==> config.mk <==
export PLATFORM = sky130hd
export DESIGN_NAME = cpu_test_monitor
export DESIGN_NICKNAME = d
export VERILOG_FILES = /design/src/rtl/cpu_test_monitor.sv
export SDC_FILE = /design/constraint.sdc
export NUM_CORES = 1
export LEC_CHECK = 0
export ABC_AREA = 1
export BUFFER_PORTS_ARGS = -buffer_cell sky130_fd_sc_hd__buf_4
export CORE_MARGIN = 8
export CORE_UTILIZATION = 50
export CTS_CLUSTER_SIZE = 24
export DETAILED_ROUTE_END_ITERATION = 8
export PLACE_DENSITY_LB_ADDON = 0.2
export SYNTH_ARGS = -nofsm -noshare
export SYNTH_HDL_FRONTEND = slang
export SYNTH_SLANG_ARGS = --single-unit
==> constraint.sdc <==
create_clock -name I_clk -period 6.92 [get_ports I_clk]
set_input_delay 0 -clock I_clk [delete_from_list [all_inputs] [get_ports I_clk]]
set_output_delay 0 -clock I_clk [all_outputs]
set_load 0.005 [all_outputs]
==> src/rtl/cpu_test_monitor.sv <==
`default_nettype none
// ============================================================================
// Module      : cpu_test_monitor
// Description : Run controller and commit monitor for the single-cycle RV32
//               core. Sequences the CPU reset, counts run cycles, keeps a
//               ring-buffer trace of recent PC/instruction pairs and decides
//               how a run ends: PASS/FAIL through a tohost store, HANG on a
//               PC self-loop, or TIMEOUT.
// Revision    : 1.0 - initial release
// ----------------------------------------------------------------------------
// Ports
//   I_clk           clock, rising edge
//   I_rst           synchronous active-low reset
//   I_start         one-cycle pulse: begin or restart a run
//   I_pc/I_inst     committed PC and instruction of the CPU
//   I_memrw         CPU store strobe (1 = store)
//   I_mem_addr      store address
//   I_mem_wdata     store data
//   I_trace_idx     trace read index, 0 = newest entry
//   O_cpu_rst       active-high reset driven into the CPU
//   O_running       run in progress
//   O_done          any terminal state reached
//   O_pass/O_fail/O_hang/O_timeout  one-hot terminal flags
//   O_fail_code     tohost value >> 1 on FAIL, else 0
//   O_cycles        RUN cycles elapsed, saturating
//   O_trace_count   valid trace entries, saturates at TRACE_DEPTH
//   O_trace_pc/O_trace_inst  trace entry selected by I_trace_idx
// ============================================================================
module cpu_test_monitor #(
  parameter int              XLEN           = 32,
  parameter int              RESET_CYCLES   = 2,
  parameter int              TIMEOUT_CYCLES = 1000,
  parameter int              HANG_CYCLES    = 8,
  parameter logic [XLEN-1:0] TOHOST_ADDR    = 'h0000_1000,
  parameter int              TRACE_DEPTH    = 16,
  parameter int              CNT_W          = 32
) (
  input  logic                         I_clk,
  input  logic                         I_rst,
  input  logic                         I_start,
  input  logic [XLEN-1:0]              I_pc,
  input  logic [31:0]                  I_inst,
  input  logic                         I_memrw,
  input  logic [XLEN-1:0]              I_mem_addr,
  input  logic [XLEN-1:0]              I_mem_wdata,
  input  logic [$clog2(TRACE_DEPTH)-1:0] I_trace_idx,
  output logic                         O_cpu_rst,
  output logic                         O_running,
  output logic                         O_done,
  output logic                         O_pass,
  output logic                         O_fail,
  output logic                         O_hang,
  output logic                         O_timeout,
  output logic [XLEN-1:0]              O_fail_code,
  output logic [CNT_W-1:0]             O_cycles,
  output logic [$clog2(TRACE_DEPTH):0] O_trace_count,
  output logic [XLEN-1:0]              O_trace_pc,
  output logic [31:0]                  O_trace_inst
);

  localparam int IDXW = $clog2(TRACE_DEPTH);
  localparam int RCW  = $clog2(RESET_CYCLES) + 1;
  localparam int HCW  = $clog2(HANG_CYCLES) + 1;

  typedef enum logic [2:0] {
    ST_IDLE    = 3'd0,
    ST_RESET   = 3'd1,
    ST_RUN     = 3'd2,
    ST_PASS    = 3'd3,
    ST_FAIL    = 3'd4,
    ST_HANG    = 3'd5,
    ST_TIMEOUT = 3'd6
  } state_t;

  state_t            state_q, state_d;
  logic [RCW-1:0]    rcnt_q, rcnt_d;
  logic [CNT_W-1:0]  cycles_q, cycles_d;
  logic [IDXW:0]     tcount_q, tcount_d;
  logic [IDXW-1:0]   wptr_q, wptr_d;
  logic [HCW-1:0]    hang_q, hang_d;
  logic [XLEN-1:0]   prev_pc_q, prev_pc_d;
  logic              first_q, first_d;
  logic [XLEN-1:0]   fail_code_q, fail_code_d;

  // Output flags are registered from the next state so they change on the
  // same edge as the state register.
  logic cpu_rst_q, running_q, pass_q, fail_q, hang_flag_q, timeout_q;
  logic cpu_rst_d, running_d, pass_d, fail_d, hang_flag_d, timeout_d;

  logic [XLEN-1:0] trace_pc_q   [TRACE_DEPTH];
  logic [31:0]     trace_inst_q [TRACE_DEPTH];
  logic            trace_we;

  logic              pc_changed;
  logic              tohost_hit;
  logic [CNT_W:0]    cycles_inc;

  // The first RUN cycle has no previous PC, so it always counts as a change.
  assign pc_changed = first_q || (I_pc != prev_pc_q);
  assign tohost_hit = I_memrw && (I_mem_addr == TOHOST_ADDR);
  // One bit wider than the counter so the timeout compare is immune to
  // saturation wrap.
  assign cycles_inc = {1'b0, cycles_q} + {{CNT_W{1'b0}}, 1'b1};

  always_comb begin
    state_d     = state_q;
    rcnt_d      = rcnt_q;
    cycles_d    = cycles_q;
    tcount_d    = tcount_q;
    wptr_d      = wptr_q;
    hang_d      = hang_q;
    prev_pc_d   = prev_pc_q;
    first_d     = first_q;
    fail_code_d = fail_code_q;
    trace_we    = 1'b0;

    if (I_start) begin
      // Start from any state opens a fresh run with clean per-run state.
      state_d     = ST_RESET;
      rcnt_d      = RCW'(RESET_CYCLES - 1);
      cycles_d    = '0;
      tcount_d    = '0;
      wptr_d      = '0;
      hang_d      = '0;
      first_d     = 1'b1;
      fail_code_d = '0;
    end else begin
      case (state_q)
        ST_RESET: begin
          if (rcnt_q == '0) begin
            state_d = ST_RUN;
          end else begin
            rcnt_d = rcnt_q - RCW'(1);
          end
        end

        ST_RUN: begin
          // The exiting cycle is traced and counted like any other.
          trace_we  = 1'b1;
          wptr_d    = wptr_q + IDXW'(1);
          if (tcount_q != (IDXW+1)'(TRACE_DEPTH)) begin
            tcount_d = tcount_q + (IDXW+1)'(1);
          end
          if (cycles_q != {CNT_W{1'b1}}) begin
            cycles_d = cycles_inc[CNT_W-1:0];
          end
          prev_pc_d = I_pc;
          first_d   = 1'b0;
          hang_d    = pc_changed ? '0 : hang_q + HCW'(1);

          if (tohost_hit) begin
            if (I_mem_wdata == XLEN'(1)) begin
              state_d = ST_PASS;
            end else begin
              state_d     = ST_FAIL;
              fail_code_d = I_mem_wdata >> 1;
            end
          end else if (!pc_changed && (hang_d == HCW'(HANG_CYCLES - 1))) begin
            state_d = ST_HANG;
          end else if (cycles_inc == (CNT_W+1)'(TIMEOUT_CYCLES)) begin
            state_d = ST_TIMEOUT;
          end
        end

        // IDLE and terminal states hold until the next start.
        default: begin
          state_d = state_q;
        end
      endcase
    end
  end

  always_comb begin
    cpu_rst_d   = (state_d != ST_RUN);
    running_d   = (state_d == ST_RUN);
    pass_d      = (state_d == ST_PASS);
    fail_d      = (state_d == ST_FAIL);
    hang_flag_d = (state_d == ST_HANG);
    timeout_d   = (state_d == ST_TIMEOUT);
  end

  always_ff @(posedge I_clk) begin
    if (!I_rst) begin
      state_q     <= ST_IDLE;
      rcnt_q      <= '0;
      cycles_q    <= '0;
      tcount_q    <= '0;
      wptr_q      <= '0;
      hang_q      <= '0;
      prev_pc_q   <= '0;
      first_q     <= 1'b1;
      fail_code_q <= '0;
      cpu_rst_q   <= 1'b1;
      running_q   <= 1'b0;
      pass_q      <= 1'b0;
      fail_q      <= 1'b0;
      hang_flag_q <= 1'b0;
      timeout_q   <= 1'b0;
    end else begin
      state_q     <= state_d;
      rcnt_q      <= rcnt_d;
      cycles_q    <= cycles_d;
      tcount_q    <= tcount_d;
      wptr_q      <= wptr_d;
      hang_q      <= hang_d;
      prev_pc_q   <= prev_pc_d;
      first_q     <= first_d;
      fail_code_q <= fail_code_d;
      cpu_rst_q   <= cpu_rst_d;
      running_q   <= running_d;
      pass_q      <= pass_d;
      fail_q      <= fail_d;
      hang_flag_q <= hang_flag_d;
      timeout_q   <= timeout_d;
    end
  end

  // Trace storage needs no reset: entries beyond the valid count are masked.
  always_ff @(posedge I_clk) begin
    if (I_rst && trace_we) begin
      trace_pc_q[wptr_q]   <= I_pc;
      trace_inst_q[wptr_q] <= I_inst;
    end
  end

  // Newest entry sits just behind the write pointer.
  logic [IDXW-1:0] rd_ptr;
  logic            rd_valid;
  assign rd_ptr   = wptr_q - IDXW'(1) - I_trace_idx;
  assign rd_valid = ({1'b0, I_trace_idx} < tcount_q);

  assign O_trace_pc    = rd_valid ? trace_pc_q[rd_ptr]   : '0;
  assign O_trace_inst  = rd_valid ? trace_inst_q[rd_ptr] : '0;
  assign O_cpu_rst     = cpu_rst_q;
  assign O_running     = running_q;
  assign O_pass        = pass_q;
  assign O_fail        = fail_q;
  assign O_hang        = hang_flag_q;
  assign O_timeout     = timeout_q;
  assign O_done        = pass_q | fail_q | hang_flag_q | timeout_q;
  assign O_fail_code   = fail_code_q;
  assign O_cycles      = cycles_q;
  assign O_trace_count = tcount_q;

endmodule
`default_nettype wire
==> flow_summary.yaml <==
power_and_ir_drop:
  power_leakage_uw: 0.0194
  sw_frac_of_total_pct: 22.2
  ir_drop_mv: 0.192
  power_switching_uw: 3300
  seqPwrFrac_pct: 50.8
  combPwrFrac_pct: 7.4
  internal_power_uw: 11600
  power_density_nw_per_um2: 270
  p_clk_share_pct: 41.8
yosys:
  yosysSeqAreaShare_pct: 70.9
  yosys_warnings: 0
  synth_cell_types: 43
  yosysTopAreaCell: "edfxtp_1"
  synth_most_common_cell: "nand2_1"
  synthTopCellsByArea: "edfxtp_1 66%, nand2_1 9.6%, dfxtp_1 5.1%"
  synth_top_cell_area_share_pct: 65.8
  syn_area_per_cell_um2: 11.6
  synth_fp_nets: 4176
  synth_edf_count: 1024
  async_reset_ff_share_pct: 0
  synth_seq_cells: 1144
  synth_area_um2: 46800
  synthFlopType: "edfxtp_1"
  netlist_instances: 4024
  synth_common_cells: "1195 x nand2_1, 1024 x edfxtp_1, 397 x a21oi_1"
global_routing:
  antenna_found_initial: 2
  grt_pass1_vias: 31300
  grt_overflow: 0
  grt_max_degree: 202
  grtUsageTotal_pct: 22.8
  grt_pass1_wl_um: 185000
setup_path:
  worst-r2r-cell-count: 7
  r2r_start: "state_q[1]"
  worstPathMaxFanout: 123
  path_depth: 12
  cpMostUsedCell: "nand2_1"
  path_cells: "ha_4 > fa_4 > inv_8 > buf_4 > a21oi_1 > a32o_1 > nand2_1 > o21ai_0 > nand2_1 > nand2_1 > nor2_1 > buf_4"
  path_buf_inv: 3
  cp.arrival_ps: 4810
  crit_required_ps: 6920
  rrSetupSlack_ps: 2990
  cp-start-kind: "flip-flop"
  cp_top_family: "buffers and inverters"
  critPathMaxStageDelay_ps: 940
  critPathSlowestCell: "fa_4"
  endpoint_kind: "output port"
  r2r-end: "trace_inst_q[9][9]"
  crit_start: "wptr_q[0]"
  crit_path_end: "O_trace_pc[19]"
  worstSetupPathType: "reg2out"
clock_network:
  clockBufferDepth: 3
  cts-htree-levels: 3
  clkSlewWorstSetupHoldPaths_ps: 60
  cts_buffers: 116
  cts_setup_buffers: 0
  cts_tree: "yes"
  cts-root-buf: "clkbuf_16"
  clock_sinks: 1144
  clk_latency_ps: 690
sta:
  max_freq_ghz: 0.208
  fin_tns_setup_ps: 0
  setup_viol: 0
  timing.final.crit_share_pct: 69.5
  worst_slew_pin_slew_ps: 1140
  drv_slew: 0
  finalHoldViolCount: 0
  finClkSkew_ps: 15.5
  rsz0062_at_grt: "no"
  layout_setup_ws_ps: 2110
  slew_headroom_pct: 24.3
  period_needed_ps: 4810
layout:
  multi_input_area_um2: 12300
  finalNonFillerCells: 5678
  fill_cells: 7499
  register_area_um2: 33200
  nets: 4474
  area_delta_synth_final_pct: 17.5
  layout-drive-gt1-share_pct: 12.3
floorplan:
  initial_core_util_pct: 50.2
  die_h_um: 322
  die_area_um2: 104000
  die_w_um: 322
  ios: 276
  rows: 112
  design.core.area_um2: 93000
worst_hold_path:
  min_path_type: "in2reg"
route:
  drtPass1Iterations: 6
  drt_iter0_markers: 2955
  drc: 0
  wl_per_cell_um: 21.2
  vias_per_cell: 5.64
  wirelength_um: 120000
  ant_nets: 0
  vias: 32000
run:
  cap_viol_max_count: 0
placed_design:
  gp_congestion: 0.875
  dp.cells: 5353
  dp_slack_ps: 2870
  hpwl_um: 62600
  io_buffer_count: 274
status:
  status: "completed"
## worst min-delay path by stage
stage                    start                 end  cells after the start
6_report        I_mem_addr[21]          state_q[2]                     10
5_1_grt         I_mem_addr[21]          state_q[2]                     10
3_5_place_dp   I_mem_wdata[27]     O_fail_code[26]                      3
2_1_floorplan        I_inst[0]  trace_inst_q[0][0]                      0
3_3_place_gp    I_mem_wdata[2]      O_fail_code[1]                      3
4_1_cts         I_mem_addr[21]          state_q[2]                     10
## placed cells by master, fill, tap and decap left out, types with 13 or more instances in the layout
master         Yosys  layout
clkinv_2           0      15
nand2_1         1195    1195
dlygate4sd3_1      0     105
clkbuf_1         205      34
buf_4              1     320
o21ai_0          244     244
dfxtp_1          120     120
bufinv_16          0      13
nor2_1           225     206
nor2_4             4      22
ha_1              15      14
edfxtp_1        1024    1024
nand3_1           27      26
nor4_1            18      18
nand4_1           15      15
a32oi_1           63      63
clkbuf_16          0     116
inv_1            131     130
a21oi_1          397     397
clkinv_1           2      24
a32o_1           126     126
a22oi_1           63      63
## area by class of cell
| cell class | instances | area share [%] |
|---|---|---|
| repair buffers | 430 | 6.47 |
| inverters | 139 | 0.981 |
| clock inverters | 62 | 1.27 |
| flip-flops and latches | 1144 | 60.3 |
| clock buffers | 155 | 5.64 |
| diodes | 3 | 0.0137 |
| well taps | 1254 | 2.86 |
| multi-input cells | 2491 | 22.4 |
## metrics by stage
stage               hold WS [ps]  power [uW]  instance area (um2)  util, %
finish                      55.4       14900                54900     59.0
global route                 123       15300                54900     59.0
CTS                         6.18       15000                54900     59.0
detailed placement           298        8740                50100     53.8
global placement             290        8720                50100     53.8
floorplan                   98.9        8310                46800        -
## sequential cells by signal, indices dropped and copies added (netlist names)
| signal | flops |
|---|---|
| O_hang | 1 |
| O_trace_count | 5 |
| trace_inst_q | 512 |
| prev_pc_q | 32 |
| O_pass | 1 |
| O_fail_code | 31 |
| rcnt_q | 2 |
| O_fail | 1 |
| O_cpu_rst | 1 |
| O_timeout | 1 |
| O_cycles | 32 |
| state_q | 3 |
| hang_q | 4 |
| O_running | 1 |
| trace_pc_q | 512 |
| first_q | 1 |
| wptr_q | 4 |
## cells by family (layout without fill, tap and decap cells)
family                     after synthesis  in the layout  share of synthesized area [%]
adders and majority gates               16             16                          0.444
buffers and inverters                  389            786                           3.13
DFF                                   1144           1144                           70.9
other                                    1              4                        0.00802
muxes                                    2              2                         0.0482
xor gates and xnor gates                23             23                          0.431
and+or+nand+nor                       1531           1531                           12.9
AOI/OAI and AO/OA                      918            918                           12.1
## worst min-delay path, stage by stage
cell and delay [ps]:
buf_4 80, nor4_1 30, nand4_1 70, nor2_1 50
nor2_1 120, nand2_1 60, nand2_1 70, nand2_2 80
nand2_2 90, inv_2 40
## repair_timing
action	CTS	global route
hold buffers	105	0
hold endpoints to repair	1098	0
resized for setup	0	0
endpoints found under the setup margin	0	0
## routing by layer
layer	part of all wire [%]	GRT usage [%]	vias to the layer above
li1	-	-	15000
met1	43	31.5	15700
met2	47	37.7	1148
met3	7.4	4.28	157
met4	1.8	4.93	0
met5	0	0	-
## power by group through the flow
stage / Combinational [uW] / Sequential, uW / Clock, uW
floorplan: 621 / 7690 / 0
global placement: 1040 / 7680 / 0
detailed placement: 1050 / 7680 / 0
CTS: 1110 / 7540 / 6310
global route: 1230 / 7540 / 6580
finish: 1100 / 7540 / 6210
Power figures use the tool's default switching activity.
